===== src/rtl/cmos_cap_pkg.sv =====
// Shared types and widths for the DVP capture front end.
//   state_t : capture FSM states
//   PIX_W   : packed pixel width (RGB565)
//   CNT_W   : width of frame / pixel / line counters
package cmos_cap_pkg;

  localparam int unsigned PIX_W = 16;
  localparam int unsigned CNT_W = 16;

  typedef enum logic [1:0] {
    WAIT_CFG = 2'd0,
    SKIP     = 2'd1,
    WAIT_VS  = 2'd2,
    ACTIVE   = 2'd3
  } state_t;

endpackage


===== src/rtl/cdc_sync_2ff.sv =====
// Two-flop synchroniser for a single level signal from another clock domain.
//   clk_i : destination clock
//   rst_n : synchronous active-low reset, output resets to 0
//   din   : asynchronous level input
//   dout  : synchronised level
module cdc_sync_2ff (
  input  logic clk_i,
  input  logic rst_n,
  input  logic din,
  output logic dout
);

  logic meta;

  always_ff @(posedge clk_i) begin
    if (!rst_n) begin
      meta <= 1'b0;
      dout <= 1'b0;
    end else begin
      meta <= din;
      dout <= meta;
    end
  end

endmodule


===== src/rtl/cmos_dvp_capture.sv =====
// OV5640 DVP capture front end. Waits for the register loader's cfg_done,
// discards SKIP_FRAMES frames, then packs DVP byte pairs into RGB565 pixels
// tagged with start-of-frame and end-of-line flags.
//   clk_i         camera PCLK
//   rst_n         synchronous active-low reset
//   cfg_done_i    loader done (asynchronous, synchronised here)
//   cam_hsize_i   expected pixels per line
//   cam_vsize_i   expected lines per frame
//   cmos_*_i      DVP vsync / href / data pins
//   pix_valid_o   pixel strobe; pix_data_o = {first byte, second byte}
//   pix_sof_o     first pixel of frame, pix_eol_o pixel at x == hsize-1
//   frame_cnt_o   output frames started (wrapping)
//   busy_o        FSM in ACTIVE
// Optional macro CMOS_CAP_FRAME_STAT_EN adds meas_hsize_o, meas_vsize_o and
// sticky size_err_o frame-size measurement outputs.
module cmos_dvp_capture
  import cmos_cap_pkg::*;
#(
  parameter logic [CNT_W-1:0] SKIP_FRAMES = 16'd10,
  parameter logic             VS_POL      = 1'b1,
  parameter logic             HS_POL      = 1'b1
) (
  input  logic             clk_i,
  input  logic             rst_n,
  input  logic             cfg_done_i,
  input  logic [CNT_W-1:0] cam_hsize_i,
  input  logic [CNT_W-1:0] cam_vsize_i,
  input  logic             cmos_vsync_i,
  input  logic             cmos_href_i,
  input  logic [7:0]       cmos_data_i,
  output logic             pix_valid_o,
  output logic [PIX_W-1:0] pix_data_o,
  output logic             pix_sof_o,
  output logic             pix_eol_o,
  output logic [CNT_W-1:0] frame_cnt_o,
  output logic             busy_o
`ifdef CMOS_CAP_FRAME_STAT_EN
  ,
  output logic [CNT_W-1:0] meas_hsize_o,
  output logic [CNT_W-1:0] meas_vsize_o,
  output logic             size_err_o
`endif
);

  logic             cfg_sync;
  logic             vs_r, hs_r, vs_q, hs_q;
  logic [7:0]       d_r;
  logic             boundary, hs_fall;
  logic             frame_start, pack_en;
  logic             phase, sof_arm, line_px;
  logic [7:0]       hi;
  logic [CNT_W-1:0] x, y, skip_cnt;
  state_t           state, state_nx;

  cdc_sync_2ff u_cfg_sync (
    .clk_i (clk_i),
    .rst_n (rst_n),
    .din   (cfg_done_i),
    .dout  (cfg_sync)
  );

  // vs_r / hs_r hold polarity-normalised "active" levels of the pins.
  always_ff @(posedge clk_i) begin
    if (!rst_n) begin
      vs_r <= 1'b0;
      hs_r <= 1'b0;
      d_r  <= '0;
      vs_q <= 1'b0;
      hs_q <= 1'b0;
    end else begin
      vs_r <= (cmos_vsync_i == VS_POL);
      hs_r <= (cmos_href_i == HS_POL);
      d_r  <= cmos_data_i;
      vs_q <= vs_r;
      hs_q <= hs_r;
    end
  end

  assign boundary = vs_r & ~vs_q;
  assign hs_fall  = hs_q & ~hs_r;

  always_ff @(posedge clk_i) begin
    if (!rst_n) state <= WAIT_CFG;
    else        state <= state_nx;
  end

  always_comb begin
    state_nx = state;
    case (state)
      WAIT_CFG: if (cfg_sync) state_nx = (SKIP_FRAMES == '0) ? WAIT_VS : SKIP;
      SKIP:     if (boundary && (skip_cnt + 16'd1 == SKIP_FRAMES)) state_nx = WAIT_VS;
      WAIT_VS:  if (boundary) state_nx = ACTIVE;
      ACTIVE:   state_nx = ACTIVE;
      default:  state_nx = WAIT_CFG;
    endcase
    if (!cfg_sync) state_nx = WAIT_CFG;
  end

  // A boundary takes priority over packing, so a half-assembled pixel on
  // the boundary cycle is simply discarded by the phase reset.
  assign frame_start = cfg_sync && boundary && (state == WAIT_VS || state == ACTIVE);
  assign pack_en     = cfg_sync && (state == ACTIVE) && !boundary && hs_r;
  assign busy_o      = (state == ACTIVE);

`ifdef CMOS_CAP_FRAME_STAT_EN
  logic [CNT_W-1:0] last_px;
`else
  logic unused_vsize;
  assign unused_vsize = ^cam_vsize_i;
`endif

  always_ff @(posedge clk_i) begin
    if (!rst_n) begin
      pix_valid_o <= 1'b0;
      pix_data_o  <= '0;
      pix_sof_o   <= 1'b0;
      pix_eol_o   <= 1'b0;
      frame_cnt_o <= '0;
      skip_cnt    <= '0;
      x           <= '0;
      y           <= '0;
      hi          <= '0;
      phase       <= 1'b0;
      sof_arm     <= 1'b0;
      line_px     <= 1'b0;
`ifdef CMOS_CAP_FRAME_STAT_EN
      last_px      <= '0;
      meas_hsize_o <= '0;
      meas_vsize_o <= '0;
      size_err_o   <= 1'b0;
`endif
    end else begin
      pix_valid_o <= 1'b0;
      pix_sof_o   <= 1'b0;
      pix_eol_o   <= 1'b0;

      if (state == WAIT_CFG)              skip_cnt <= '0;
      else if (state == SKIP && boundary) skip_cnt <= skip_cnt + 16'd1;

`ifdef CMOS_CAP_FRAME_STAT_EN
      if (state == WAIT_CFG) size_err_o <= 1'b0;
      if (frame_start && state == ACTIVE) begin
        meas_hsize_o <= last_px;
        meas_vsize_o <= y;
        if (last_px != cam_hsize_i || y != cam_vsize_i) size_err_o <= 1'b1;
      end
`endif

      if (frame_start) begin
        frame_cnt_o <= frame_cnt_o + 16'd1;
        x           <= '0;
        y           <= '0;
        sof_arm     <= 1'b1;
        phase       <= 1'b0;
        line_px     <= 1'b0;
      end else if (pack_en) begin
        if (!phase) begin
          hi    <= d_r;
          phase <= 1'b1;
        end else begin
          phase       <= 1'b0;
          pix_valid_o <= 1'b1;
          pix_data_o  <= {hi, d_r};
          pix_sof_o   <= sof_arm;
          sof_arm     <= 1'b0;
          pix_eol_o   <= (cam_hsize_i != '0) && (x == cam_hsize_i - 16'd1);
          if (x != '1) x <= x + 16'd1;
          line_px     <= 1'b1;
        end
      end else begin
        phase <= 1'b0;
        if (hs_fall) begin
          if (line_px) begin
            y <= y + 16'd1;
`ifdef CMOS_CAP_FRAME_STAT_EN
            last_px <= x;
`endif
          end
          x       <= '0;
          line_px <= 1'b0;
        end
      end
    end
  end

endmodule


===== config.mk =====
export PLATFORM = sky130hd
export DESIGN_NAME = cmos_dvp_capture
export DESIGN_NICKNAME = d
export VERILOG_FILES = /design/src/rtl/cmos_cap_pkg.sv /design/src/rtl/cdc_sync_2ff.sv /design/src/rtl/cmos_dvp_capture.sv
export SDC_FILE = /design/constraint.sdc
export NUM_CORES = 1
export LEC_CHECK = 0
export CORE_AREA = 4 4 103 105
export CTS_BUF_LIST = sky130_fd_sc_hd__clkbuf_16
export DETAILED_ROUTE_END_ITERATION = 12
export DIE_AREA = 0 0 107 109
export PLACE_DENSITY = 0.78
export SYNTH_ARGS = -nofsm -noshare
export SYNTH_HDL_FRONTEND = slang
export SYNTH_SLANG_ARGS = --single-unit

===== constraint.sdc =====
create_clock -name clk_i -period 2.7 [get_ports clk_i]
set_input_delay 0.54 -clock clk_i [delete_from_list [all_inputs] [get_ports clk_i]]
set_output_delay 0.54 -clock clk_i [all_outputs]
set_load 0.01 [all_outputs]

==> flow_metrics.env <==
export IMPL_status="completed"
export IMPL_instances_no_fill=737
export IMPL_dr_pass1_iters=4
export IMPL_cts_tree="yes"
export IMPL_switching_share_pct=21.7
export IMPL_dr_total_vias=3904
export IMPL_cts_max_level=3
export IMPL_criticalPathCategory="in -> reg"
export IMPL_placed_cells=720
export IMPL_seqCellArea_mm2=0.00186
export IMPL_core_area_mm2=0.00964
export IMPL_cp_end_kind="flip-flop"
export IMPL_final_core_util_pct=59.0
export IMPL_whs_endpoint="u_cfg_sync.dout"
export IMPL_rr_startpoint="x[7]"
export IMPL_critPathBufInv=2
export IMPL_fmaxAchievable_ghz=0.391
export IMPL_worstPathCellList="clkdlybuf4s50_1 -> inv_1 -> ha_2 -> or4b_2 -> nor4_1 -> mux2i_1 -> o211ai_1 -> o2111ai_2 -> a311oi_2"
export IMPL_track_usage_pct=17.7
export IMPL_cts_root_buf="clkbuf_16"
export IMPL_synth_nets=575
export IMPL_required_ns=2.95
export IMPL_hold_class="reg -> reg"
export IMPL_num_io_pins=81
export IMPL_power_frac_clock_pct=44.9
export IMPL_n_antenna_cell=0
export IMPL_cpMaxStageDelayCell="or4b_2"
export IMPL_fin_crit_sh_pct=94.7
export IMPL_synthCells=525
export IMPL_final_hold_violation_count=0
export IMPL_fin_nets=650
export IMPL_syn_area_mm2=0.00446
export IMPL_final_common_cell="dfxtp_1"
export IMPL_rrSetupSlack_ns=0.44
export IMPL_gp_congestion=0.872
export IMPL_worst_pin_slew_ns=1.13
export IMPL_synthFlopType="dfxtp_1"
export IMPL_clock_latency_ns=0.33
export IMPL_critPathLaunchType="input pin"
export IMPL_cts_buffers=9
export IMPL_cts_buffer_depth=2
export IMPL_synth_edf_count=0
export IMPL_cp_arrival_ns=2.80
export IMPL_max_vdd_ir_drop_mv=0.371
export IMPL_seq_power_share_pct=49.8
export IMPL_p_int_uw=2180
export IMPL_rows=36
export IMPL_grt_pass1_vias=3854
export IMPL_ff2ff_path_depth=6
export IMPL_routed_wl_um=10100
export IMPL_io_buffers=64
export IMPL_yosys_warnings=0
export IMPL_syn2layout_area_growth_pct=27.7
export IMPL_final_setup_viol_count=0
export IMPL_route_detailed_drc=0
export IMPL_ctsHoldBuffers=0
export IMPL_die_w_um=107
export IMPL_worstReg2RegEnd="x[15]"
export IMPL_synth_area_per_cell_um2=8.49
export IMPL_grt_max_degree=65
export IMPL_hp_start="u_cfg_sync.meta"
export IMPL_maxCapViolations=0
export IMPL_slew_headroom_pct=24.4
export IMPL_leakagePower_uw=0.00197
export IMPL_grt_pass1_wl_um=17200
export IMPL_antenna_found_initial=0
export IMPL_synth_async_reset_ratio_pct=0
export IMPL_power_frac_comb_pct=5.3
export IMPL_drive_above_1_share_pct=8.77
export IMPL_hold_depth=1
export IMPL_setup_tns_ns=0
export IMPL_postRouteAntennaNets=0
export IMPL_drt_iter0_markers=213
export IMPL_p_per_area_mw_per_mm2=490
export IMPL_ys_types=51
export IMPL_clk_pin_slew_ns=0.06
export IMPL_ys_ff_latch=93
export IMPL_slew_viol_final=0
export IMPL_finalCriticalPeriod_ns=2.56
export IMPL_critical_path_max_stage_delay_ns=0.60
export IMPL_seq_area_frac_synth_pct=41.8
export IMPL_grt_overflow=0
export IMPL_crit_family="simple AND/OR/NAND/NOR gates"
export IMPL_switching_power_uw=605
export IMPL_die_area_mm2=0.0117
export IMPL_mostFrequentLayoutCells="93 x dfxtp_1, 59 x clkdlybuf4s50_1, 58 x nand2_1"
export IMPL_wl_per_cell_um=13.7
export IMPL_rsz0062_at_grt="false"
export IMPL_path_max_fanout=7
export IMPL_clock_sinks=93
export IMPL_fill_cells=859
export IMPL_multiInputGateArea_mm2=0.00249
export IMPL_dp_hpwl_um=7060
export IMPL_fin_skew_ns=0.00748
export IMPL_vias_per_cell=5.30
export IMPL_die_h_um=109
export IMPL_initial_utilization_pct=46.2
worst reg2reg max path, delay by kind of cell, from the launching register on:
kind / cells / cell delay (ns)
simple gates: 4 / 1.05
compound gates: 1 / 0.48
flops: 1 / 0.45
xor+xnor: 1 / 0.15
routing by layer:
layer | wire [um] | share of wire, % | GRT usage, % | vias up
li1 | - | - | - | 1979
met1 | 4450 | 44 | 21.8 | 1823
met2 | 5120 | 51 | 31.2 | 90
met3 | 369 | 3.7 | 2.78 | 12
met4 | 125 | 1.2 | 7.21 | 0
met5 | 0 | 0 | 0 | -
synthesized netlist by cell type, types with 2 or more instances:
cell type	count	area share, %
o2111ai_1	3	0.59
and2_1	33	4.6
nor4b_1	3	0.59
a21o_1	3	0.51
nor2b_1	10	1.4
nor4_1	9	1.3
and3_1	14	2.0
or3_1	13	1.8
clkbuf_1	23	1.9
o22ai_1	2	0.28
ha_1	5	1.4
dfxtp_1	93	42
nor2_1	48	4.0
xnor2_1	33	6.5
nand3_1	21	2.4
nand2_1	58	4.9
xor2_1	20	3.9
inv_1	11	0.93
or4_1	6	1.0
a21oi_1	16	1.8
and4_1	3	0.59
mux2i_1	11	2.5
a21boi_0	20	3.4
nand2b_1	3	0.42
nand4_1	10	1.4
a211oi_1	3	0.51
nor3_1	8	0.90
o21ai_0	14	1.6
a31oi_1	7	0.98
power groups by stage:
| stage | Sequential, uW | Combinational (uW) | Clock (uW) |
|---|---|---|---|
| 2_1_floorplan | 1420 | 64.9 | 0 |
| 3_3_place_gp | 1420 | 142 | 0 |
| 3_5_place_dp | 1420 | 145 | 0 |
| 4_1_cts | 1390 | 147 | 1280 |
| 5_1_grt | 1390 | 163 | 1340 |
| 6_report | 1390 | 149 | 1250 |
worst max-delay path by stage:
stage	start	endpoint	depth (start not counted)
after global routing	cam_hsize_i[1]	pix_eol_o	9
after global placement	cam_hsize_i[3]	pix_eol_o	8
final	cam_hsize_i[1]	pix_eol_o	9
after CTS	cam_hsize_i[2]	pix_eol_o	8
after floorplan	cam_hsize_i[3]	pix_eol_o	7
after detailed placement	cam_hsize_i[3]	pix_eol_o	7
logic make-up after synthesis:
group	Yosys count	share of synthesized area [%]
compound gates	79	11.9
fa+ha+maj	5	1.40
mux	11	2.47
simple gates	248	29.0
flops	93	41.8
xor+xnor	53	10.4
buf+inv	36	3.06
timing repair:
item	in CTS	in global routing
pin swaps	0	6
gates resized for setup	1	10
endpoints found under the hold margin	0	0
setup buffers	0	2
setup endpoints to repair	1	1
through the flow:
stage | area, um2 | total power (uW) | worst slack [ns] | hold WS (ns)
after floorplan | 4460 | 1480 | 0.124 | 0.412
after global placement | 5340 | 1560 | -0.302 | 0.425
after detailed placement | 5340 | 1560 | -0.343 | 0.425
after CTS | 5640 | 2820 | 0.00698 | 0.441
after global routing | 5690 | 2890 | 0.0250 | 0.457
final | 5690 | 2790 | 0.143 | 0.440
area by class of cell:
type	instances	area share [%]
inverters	11	0.726
repair buffers	89	14.6
well taps	133	2.93
multi-input cells	396	43.8
clock buffers	9	3.96
clock inverters	6	1.25
flip-flops and latches	93	32.7
sequential cells by signal (all words and copies together), names as in the netlist:
register and count:
vs_r 1, phase 1, sof_arm 1, u_cfg_sync.meta 1
hs_q 1, pix_data_o 16, pix_sof_o 1, vs_q 1
x 16, hs_r 1, pix_eol_o 1, d_r 8
pix_valid_o 1, frame_cnt_o 16, state 2, u_cfg_sync.dout 1
hi 8, skip_cnt 16
Note: power is estimated with default switching activity, not from simulation.
